<file path="config.mk">
export PLATFORM = sky130hd
export DESIGN_NAME = reg_load_arb
export DESIGN_NICKNAME = d
export VERILOG_FILES = /design/src/rtl/reg_load_arb.sv
export SDC_FILE = /design/constraint.sdc
export NUM_CORES = 1
export LEC_CHECK = 0
export ABC_AREA = 1
export ABC_CLOCK_PERIOD_IN_PS = 3900
export BUFFER_PORTS_ARGS = -buffer_cell sky130_fd_sc_hd__buf_2
export CORE_UTILIZATION = 46
export CTS_BUF_LIST = sky130_fd_sc_hd__clkbuf_2 sky130_fd_sc_hd__clkbuf_4 sky130_fd_sc_hd__clkbuf_8
export CTS_CLUSTER_DIAMETER = 50
export DETAILED_ROUTE_END_ITERATION = 10
export MAX_ROUTING_LAYER = met4
export PLACE_DENSITY = 0.82
export SLEW_MARGIN = 30
export SYNTH_ARGS = -nofsm -noshare
export SYNTH_HDL_FRONTEND = slang
export SYNTH_SLANG_ARGS = --single-unit
</file>
<file path="constraint.sdc">
create_clock -name sys_clk -period 3.9 [get_ports sys_clk]
set_clock_uncertainty 0.05 [all_clocks]
set_input_delay 0 -clock sys_clk [delete_from_list [all_inputs] [get_ports sys_clk]]
set_output_delay 0 -clock sys_clk [all_outputs]
set_load 0.01 [all_outputs]
</file>
<file path="src/rtl/reg_load_arb.sv">
// Round-robin arbiter that turns per-requester write requests into one-hot,
// one-cycle load strobes on a bank of 16-bit register lanes.
//
// state | meaning
// IDLE  | waiting for any req; captures winner, addr and data
// LOAD  | ld strobe (if addr in range) with d = captured data
// ACK   | ack pulse to the winner, err if addr was out of range
module reg_load_arb #(
  parameter int NREQ = 3,
  parameter int NREG = 4
) (
  input  logic                 sys_clk,
  input  logic                 reset,
  input  logic [NREQ-1:0]      req,
  input  logic [2*NREQ-1:0]    addr,
  input  logic [16*NREQ-1:0]   wdata,
  output logic [NREQ-1:0]      ack,
  output logic                 err,
  output logic [NREG-1:0]      ld,
  output logic [15:0]          d,
  output logic                 busy,
  output logic [1:0]           gnt_id
);

  typedef enum logic [1:0] {IDLE, LOAD, ACK} state_t;

  state_t            state;
  logic [1:0]        last_winner;
  logic [1:0]        held_addr;

  logic [2*NREQ-1:0] req_dbl;
  logic [NREQ-1:0]   rot;
  logic [2:0]        off;
  logic [2:0]        sum;
  logic [1:0]        pick;
  logic [1:0]        sel_addr;
  logic [15:0]       sel_data;
  logic              sel_ok;
  logic [NREG-1:0]   ld_next;
  logic [NREQ-1:0]   ack_next;

  // Rotate the request vector so bit 0 is the requester after last_winner;
  // the lowest set bit of the rotated vector is then the round-robin winner.
  always_comb begin
    req_dbl = {req, req};
    rot     = NREQ'(req_dbl >> ({1'b0, last_winner} + 3'd1));
    off     = 3'd0;
    for (int i = NREQ - 1; i >= 0; i--) begin
      if (rot[i]) off = 3'(i);
    end
    sum  = {1'b0, last_winner} + 3'd1 + off;
    pick = 2'((sum >= 3'(NREQ)) ? sum - 3'(NREQ) : sum);
  end

  always_comb begin
    sel_addr = 2'd0;
    sel_data = 16'h0000;
    for (int j = 0; j < NREQ; j++) begin
      if (pick == 2'(j)) begin
        sel_addr = addr[2*j +: 2];
        sel_data = wdata[16*j +: 16];
      end
    end
    sel_ok = ({1'b0, sel_addr} < 3'(NREG));
    ld_next = '0;
    for (int k = 0; k < NREG; k++) begin
      ld_next[k] = (sel_addr == 2'(k));
    end
    ack_next = '0;
    for (int i = 0; i < NREQ; i++) begin
      ack_next[i] = (gnt_id == 2'(i));
    end
  end

  // Outputs are set one edge ahead of the state they belong to, so ld is high
  // during LOAD and ack/err during ACK, all straight from flops.
  always_ff @(posedge sys_clk) begin
    if (reset) begin
      state       <= IDLE;
      last_winner <= 2'(NREQ - 1);
      held_addr   <= 2'd0;
      gnt_id      <= 2'd0;
      ack         <= '0;
      ld          <= '0;
      err         <= 1'b0;
      d           <= 16'h0000;
      busy        <= 1'b0;
    end else begin
      case (state)
        IDLE: begin
          ack <= '0;
          err <= 1'b0;
          ld  <= '0;
          if (|req) begin
            gnt_id      <= pick;
            last_winner <= pick;
            held_addr   <= sel_addr;
            ld          <= ld_next;
            if (sel_ok) d <= sel_data;
            busy        <= 1'b1;
            state       <= LOAD;
          end
        end
        LOAD: begin
          ld    <= '0;
          ack   <= ack_next;
          err   <= ({1'b0, held_addr} >= 3'(NREG));
          state <= ACK;
        end
        ACK: begin
          ack   <= '0;
          err   <= 1'b0;
          busy  <= 1'b0;
          state <= IDLE;
        end
        default: begin
          ack   <= '0;
          err   <= 1'b0;
          ld    <= '0;
          busy  <= 1'b0;
          state <= IDLE;
        end
      endcase
    end
  end

endmodule

</file>
# Yosys cells after proc, flatten, opt, wreduce, memory -nomap -nowiden
# Cells that the tools add are included.
# op_classes
shifts	1
multipliers	0
n_addsub	3
n_div	0
eq_ne	10
magnitude_cmp	1
reduce_logical	8
mux	16
bitwise	1
# op_table
op	count
2-to-1 mux 16 bit	3
2-to-1 mux 2 bit	7
== test 2 bit, second input constant	5
== test 2 x 1 -> 1 bit, second input constant	4
zero test 2 bit	4
one-hot mux 4 bit (2 select lines)	1
>> shifter 6 x 3 -> 3 bit	1
2-to-1 mux 4 bit	1
one-hot mux 2 bit (2 select lines)	1
AND reduction 2 bit	2
adder 2 x 1 -> 3 bit, second input constant	1
adder 3 bit	1
greater-or-equal comparator 3 x 2 -> 1 bit, second input constant	1
2-to-1 mux 3 bit	1
OR reduction 3 bit	1
!= test 2 bit, second input constant	1
one-hot mux 1 bit (2 select lines)	1
OR reduction 2 bit	1
subtractor 2 bit, second input constant	1
2-to-1 mux 1 bit	1
inverter 1 bit	1
# word_totals
register_bits	30
input_bits	59
word_cells	47
mem_bits_ro	0
latch_bits	0
out_inout_bits	27
ramBits	0
mem_count	0

# Depth between registers and ports, before layout
# Gate-level depths: netlist (run 1).
# logic_depth
ltp_word	15
ltp_mapped	21
depth_no_buf	21

# Worst setup path after synthesis (run 1)
# Ideal clock, no wire load.
# synth_path
kind	reg2reg
start	register, netlist name gnt_id[0]
end	register ld[0]
t_required_ps	3783
slack_ps	1061
setup_time_ps	67
path_buffers	1
arrival_time_ps	2722
stages_incl_launch_ff	22
synth_period_minus_slack_ps	2839
cell_sequence	dfxtp_1 > inv_1 > nand2_1 > nand2_1 > inv_1 > o21ai_0 > inv_1 > nand2_1 > ha_1 > inv_1 > fa_1 > ha_1 > nor2_4 > nand2_2 > nand2_2 > nand2_4 > buf_6 > nand3_1 > nand3_2 > nor2_2 > nand2_1 > a21oi_2
# synth_lines
element	line	source
end signal, assigned	98	ld <= ld_next;
end, declared	19	output logic [NREG-1:0] ld,

==> results.json, run 1 <==
{
  "critPathArrivalTime_ns": 3.86,
  "status": "complete, no violations",
  "crit_family": "simple AND/OR/NAND/NOR gates",
  "startpoint": "gnt_id[0]$_SDFFE_PP0P_",
  "grt_pass1_wl_um": 7534,
  "worst_skew_pair.late_latency_ns": 0.33,
  "synth_top_family_by_area": "simple AND/OR/NAND/NOR gates",
  "r2r_slack_ns": 0.26,
  "synthTopCellsByArea": "dfxtp_1, nand2_1, a41oi_1, nand3_1, o21ai_0",
  "synth_compound_area_frac": 0.1892,
  "synthAdderAreaFrac": 0.02815,
  "r2r_cells": 19,
  "cts.sinks": 29,
  "area_growth_pct": 53.01,
  "fin_crit_ns": 3.637,
  "syn_nets": 282,
  "tightest_slew_ns": 0.5619,
  "cp_slowest_cell": "dlygate4sd3_1",
  "cts_buffer_depth": 2,
  "synth.top_cell.area_share": 0.3628,
  "ys_ff_latch": 29,
  "postSynthCellCount": 220,
  "worst-setup-path-type": "flop to flop",
  "yosysTopAreaCell": "dfxtp_1",
  "grt_max_degree": 27,
  "portBuffers": 84,
  "end_kind": "flop",
  "path_common_cell": "nand2_1",
  "synth_xor_area_frac": 0,
  "drv_slew": 0,
  "relSlewSlack": 0.6250,
  "cp.required_ns": 4.12,
  "dr.pass1.iters": 6,
  "synthSimpleGateAreaFrac": 0.3284,
  "hpwl_um": 3122,
  "avgSynthCellArea_um2": 7.274,
  "detail-route-antenna-nets": 0,
  "grt_use_total": 0.2849,
  "io_pins": 86,
  "final_layout_size_suffix_gt1_frac": 0.3413,
  "synth.area.mux_share": 0,
  "fp.dieArea_um2": 3719,
  "dieHeight_um": 60.98,
  "cp-start-kind": "flop",
  "remaining_drc_errors": 0,
  "crit_end": "d[14]$_SDFFE_PP0P_",
  "initial_core_util": 0.4796,
  "place.gp.congestion": 0.7994,
  "min_from": "addr[1]",
  "worst-path-stages": 19,
  "vias_per_cell": 5.387,
  "synth.distinct_cells": 25,
  "cpPeakStageDelay_ns": 0.58,
  "cts.clk_slew.worst_paths_ns": 0.10,
  "r2r-end": "d[14]$_SDFFE_PP0P_",
  "fin_ws_ns": 0.2629,
  "synthFlopType": "dfxtp_1",
  "crit_path_cell_trace": "inv_2 > nand2_1 > nand2_1 > inv_1 > a22oi_1 > nand2_1 > ha_1 > inv_1 > fa_1 > ha_1 > nor2_4 > nand2_2 > nand2_2 > nand2_4 > nor2_4 > buf_12 > nand2_1 > a41oi_1 > dlygate4sd3_1",
  "grt-ovfl-total": 0,
  "yosysWarnings": 0,
  "path_max_fanout": 23,
  "vias": 2047,
  "synth_area_um2": 1600,
  "cts_root_buf": "clkbuf_4",
  "cts-htree-levels": 2,
  "antenna_found_initial": 0,
  "core_um2": 3337,
  "fill_cells": 250,
  "path_buf_inv": 5,
  "timing.fmax_mhz": 274.9,
  "min_path_type": "primary input to flop",
  "cts_tree": "yes",
  "r2r-start": "gnt_id[0]$_SDFFE_PP0P_",
  "num_rows": 21,
  "routed_wl_um": 5292,
  "ys_async_sr_fraction": 0,
  "cts_buffers": 5,
  "diodes": 0,
  "finalHoldViolCount": 0,
  "routedWlPerCell_um": 13.93,
  "synth-edff-count": 0,
  "drtIter0Drc": 202,
  "grt_pass1_vias": 1771,
  "finalNetCount": 396,
  "max_cap_violations": 0,
  "die_x_um": 60.98,
  "synth-seq-area-share": 0.3628,
  "pre_cts_ws_ns": 0.5270,
  "period_share": 0.9326,
  "setup_violations": 0
}
cell usage in the layout, fill, tap and decap left out, types with 2 or more instances in the layout:
| master | Yosys | routed |
|---|---|---|
| a41oi_1 | 16 | 16 |
| o21ai_0 | 19 | 18 |
| nand2_2 | 5 | 5 |
| buf_12 | 0 | 2 |
| nand3_2 | 2 | 2 |
| dfxtp_1 | 29 | 28 |
| ha_1 | 2 | 2 |
| nand3_1 | 28 | 28 |
| a21oi_2 | 2 | 2 |
| inv_1 | 14 | 13 |
| nor3_1 | 4 | 4 |
| nand2_1 | 59 | 59 |
| buf_4 | 4 | 2 |
| nor2_2 | 1 | 2 |
| dlygate4sd3_1 | 0 | 33 |
| clkbuf_4 | 0 | 6 |
| a21oi_1 | 7 | 7 |
| inv_2 | 1 | 2 |
| buf_2 | 3 | 84 |
| nor2_1 | 8 | 7 |
| nor2_4 | 3 | 3 |
cell families after synthesis:
group	after synthesis
other	1
and+or+nand+nor	112
AOI/OAI and AO/OA	46
buffers and inverters	29
DFF	29
adders and majority gates	3
worst min-delay path by stage:
stage,to,slack [ns],depth (start not counted)
floorplan,d[0]$_SDFFE_PP0P_,0.12,2
global placement,ld[2]$_SDFFE_PP0P_,0.22,2
detailed placement,ld[2]$_SDFFE_PP0P_,0.23,2
CTS,ld[3]$_SDFFE_PP0P_,0.06,5
global route,ld[3]$_SDFFE_PP0P_,0.08,5
finish,ld[3]$_SDFFE_PP0P_,0.05,5
area by class of cell:
class / instances / area [um^2] / share of cell area
inverters: 15 / 56.30 / 0.02299
flip-flops and latches: 29 / 581.8 / 0.2376
well taps: 46 / 57.56 / 0.02351
clock buffers: 7 / 58.81 / 0.02402
multi-input cells: 162 / 888.4 / 0.3628
repair buffers: 121 / 805.8 / 0.3291
routing by layer:
metal / vias to the layer above / GRT usage / wire [um]
met3: 15 / 0.06823 / 351
li1: 977 / - / -
met2: 111 / 0.4757 / 2732
met5: - / - / 0
met4: 0 / 0.1136 / 109
met1: 944 / 0.3277 / 2099
state kept, by name, summed over array words and instances (netlist names):
| name | cells |
|---|---|
| busy | 1 |
| ld | 4 |
| gnt_id | 2 |
| state | 2 |
| d | 16 |
| last_winner | 1 |
| ack | 3 |
Yosys cell counts, types with 2 or more instances:
| master | n |
|---|---|
| buf_4 | 4 |
| buf_6 | 2 |
| nand3_2 | 2 |
| nand3_1 | 28 |
| nand2_4 | 2 |
| nor2_4 | 3 |
| a21oi_1 | 7 |
| ha_1 | 2 |
| nand2_2 | 5 |
| o21ai_0 | 19 |
| dfxtp_1 | 29 |
| nor2_1 | 8 |
| clkbuf_1 | 5 |
| a21oi_2 | 2 |
| nand2_1 | 59 |
| buf_2 | 3 |
| nor3_1 | 4 |
| a41oi_1 | 16 |
| inv_1 | 14 |
metrics by stage:
| stage | util | hold WS, ns | TNS (ns) | cells | instance area [um^2] |
|---|---|---|---|---|---|
| floorplan | - | 0.1202 | 0 | 220 | 1600 |
| global placement | 0.5999 | 0.2195 | 0 | 337 | 2002 |
| detailed placement | 0.5999 | 0.2259 | 0 | 337 | 2002 |
| CTS | 0.7165 | 0.05839 | 0 | 377 | 2391 |
| global route | 0.7338 | 0.08365 | -0.008911 | 380 | 2449 |
| finish | 0.7338 | 0.04945 | 0 | 380 | 2449 |
tightest hold or removal path: stages:
cell and delay (ns):
buf_2 0.10, nand3_1 0.07, nand3_1 0.09, nand3_1 0.08
a21oi_1 0.05
repair_timing:
action	4_1_cts	5_1_grt
buffers inserted	0	3
hold buffers	33	0
resized for setup	0	4
endpoints found under the setup margin	0	16
hold endpoints to repair	23	0
Power of run 1 is not shown: default switching activity piles up to over one toggle a cycle in this logic, so the estimate is an artifact.
==> run 2: changes to the inputs <==
--- a/config.mk
+++ b/config.mk
@@ -14,6 +14,7 @@
 export DETAILED_ROUTE_END_ITERATION = 10
 export MAX_ROUTING_LAYER = met4
 export PLACE_DENSITY = 0.82
+export REMOVE_ABC_BUFFERS = 1
 export SLEW_MARGIN = 30
 export SYNTH_ARGS = -nofsm -noshare
 export SYNTH_HDL_FRONTEND = slang
==> results.json, run 2 (synthesis results as in run 1) <==
{
  "status": "complete, no violations",
  "cts-htree-levels": 2,
  "setup_violations": 0,
  "end_kind": "flop",
  "largestRegisters": "d: 16 flops, ld: 4 flops, ack: 3 flops",
  "dieHeight_um": 60.98,
  "grt_pass1_wl_um": 8238,
  "portBuffers": 84,
  "pre_cts_ws_ns": 0.4746,
  "hpwl_um": 3040,
  "routed_wl_um": 5564,
  "vias_per_cell": 5.623,
  "largest_register_ffs": 16,
  "vias": 2176,
  "initial_core_util": 0.4796,
  "finalNetCount": 402,
  "finalHoldViolCount": 0,
  "routedWlPerCell_um": 14.38,
  "cp_slowest_cell": "dlygate4sd3_1",
  "drtIter0Drc": 186,
  "crit_family": "simple AND/OR/NAND/NOR gates",
  "num_rows": 21,
  "fp.dieArea_um2": 3719,
  "area_growth_pct": 59.81,
  "remaining_drc_errors": 0,
  "cts_buffer_depth": 2,
  "period_share": 0.9321,
  "path_common_cell": "nand2_1",
  "critPathArrivalTime_ns": 3.88,
  "fin_crit_ns": 3.635,
  "io_pins": 86,
  "cp.required_ns": 4.15,
  "place.gp.congestion": 0.8162,
  "timing.fmax_mhz": 275.1,
  "worst_skew_pair.late_latency_ns": 0.33,
  "relSlewSlack": 0.5123,
  "layout_commonest_cell": "buf_2",
  "min_path_type": "primary input to flop",
  "cts.clk_slew.worst_paths_ns": 0.11,
  "max_cap_violations": 0,
  "cp-start-kind": "flop",
  "cts_root_buf": "clkbuf_4",
  "path_buf_inv": 5,
  "worst-setup-path-type": "flop to flop",
  "diodes": 0,
  "cts_tree": "yes",
  "core_um2": 3337,
  "dr.pass1.iters": 7,
  "final_core_util": 0.7664,
  "tightest_slew_ns": 0.7307,
  "die_x_um": 60.98,
  "path_max_fanout": 21,
  "fin_ws_ns": 0.2647,
  "antenna_found_initial": 0,
  "detail-route-antenna-nets": 0,
  "grt-ovfl-total": 0,
  "crit_path_cell_trace": "inv_2 > nand2_1 > nand2_1 > inv_1 > a22oi_1 > nand2_1 > ha_1 > inv_1 > fa_2 > ha_1 > nor2_4 > nand2_2 > nand2_2 > nand2_8 > nor2_4 > buf_12 > nand2_1 > a41oi_1 > dlygate4sd3_1",
  "grt_max_degree": 24,
  "cts.sinks": 29,
  "grt_use_total": 0.3156,
  "final_layout_size_suffix_gt1_frac": 0.3431,
  "cts_buffers": 5,
  "regMostFlops": "d",
  "cpPeakStageDelay_ns": 0.58,
  "grt_pass1_vias": 1900,
  "drv_slew": 0,
  "final_cell_mix": "buf_2, nand2_1, dlygate4sd3_1"
}
## run 2: what timing repair did
item / in CTS / in global routing
setup endpoints to repair: 0 / 10
hold buffers: 39 / 0
resized for setup: 0 / 7
endpoints found under the hold margin: 23 / 0
buffers inserted: 0 / 3
## run 2: stage by stage
stage / cell area, um^2 / setup TNS [ns] / std cells / hold WS (ns)
after detailed placement: 2002 / 0 / 337 / 0.2236
after floorplan: 1514 / 0 / 206 / 0.01244
after global placement: 2002 / 0 / 337 / 0.2199
after CTS: 2481 / 0 / 384 / 0.04053
after global routing: 2557 / -0.02104 / 387 / 0.1022
final: 2557 / 0 / 387 / 0.09391
## run 2: path summary, 6_finish.rpt
kind	slack [ns]	endpoint	depth (start not counted)	startpoint
hold / removal	0.09	ld[1]$_SDFFE_PP0P_	6	addr[5]
setup reg to reg	0.26	d[11]$_SDFFE_PP0P_	19	gnt_id[0]$_SDFFE_PP0P_
hold reg to reg	0.42	busy$_SDFFE_PP0P_	2	busy$_SDFFE_PP0P_
setup / recovery	0.26	d[11]$_SDFFE_PP0P_	19	gnt_id[0]$_SDFFE_PP0P_
## run 2: layer usage
| metal | wire length, um | GRT usage | vias to the layer above |
|---|---|---|---|
| li1 | - | - | 997 |
| met1 | 2134 | 0.3602 | 984 |
| met2 | 2694 | 0.5071 | 159 |
| met3 | 524 | 0.1066 | 36 |
| met4 | 212 | 0.1266 | 0 |
| met5 | 0 | - | - |
## run 2: worst register-to-register path, delay by kind of cell, from the launching register on
kind	cells	cell delay, ns
AND/OR/NAND/NOR	9	0.97
buffers and inverters	5	0.95
adder cells (fa/ha/maj)	3	0.89
flip-flops	1	0.37
AO/OA/AOI/OAI	2	0.37
## run 2: final cells by class
type	count	area, um^2
multi-input combinational	162	907.1
tap	46	57.56
clock inverter	1	30.03
clock buffer	7	58.81
fill	216	779.5
timing repair buffer	127	865.8
sequential	29	581.8
inverter	15	56.30
Power of run 2 is left out for the same reason.
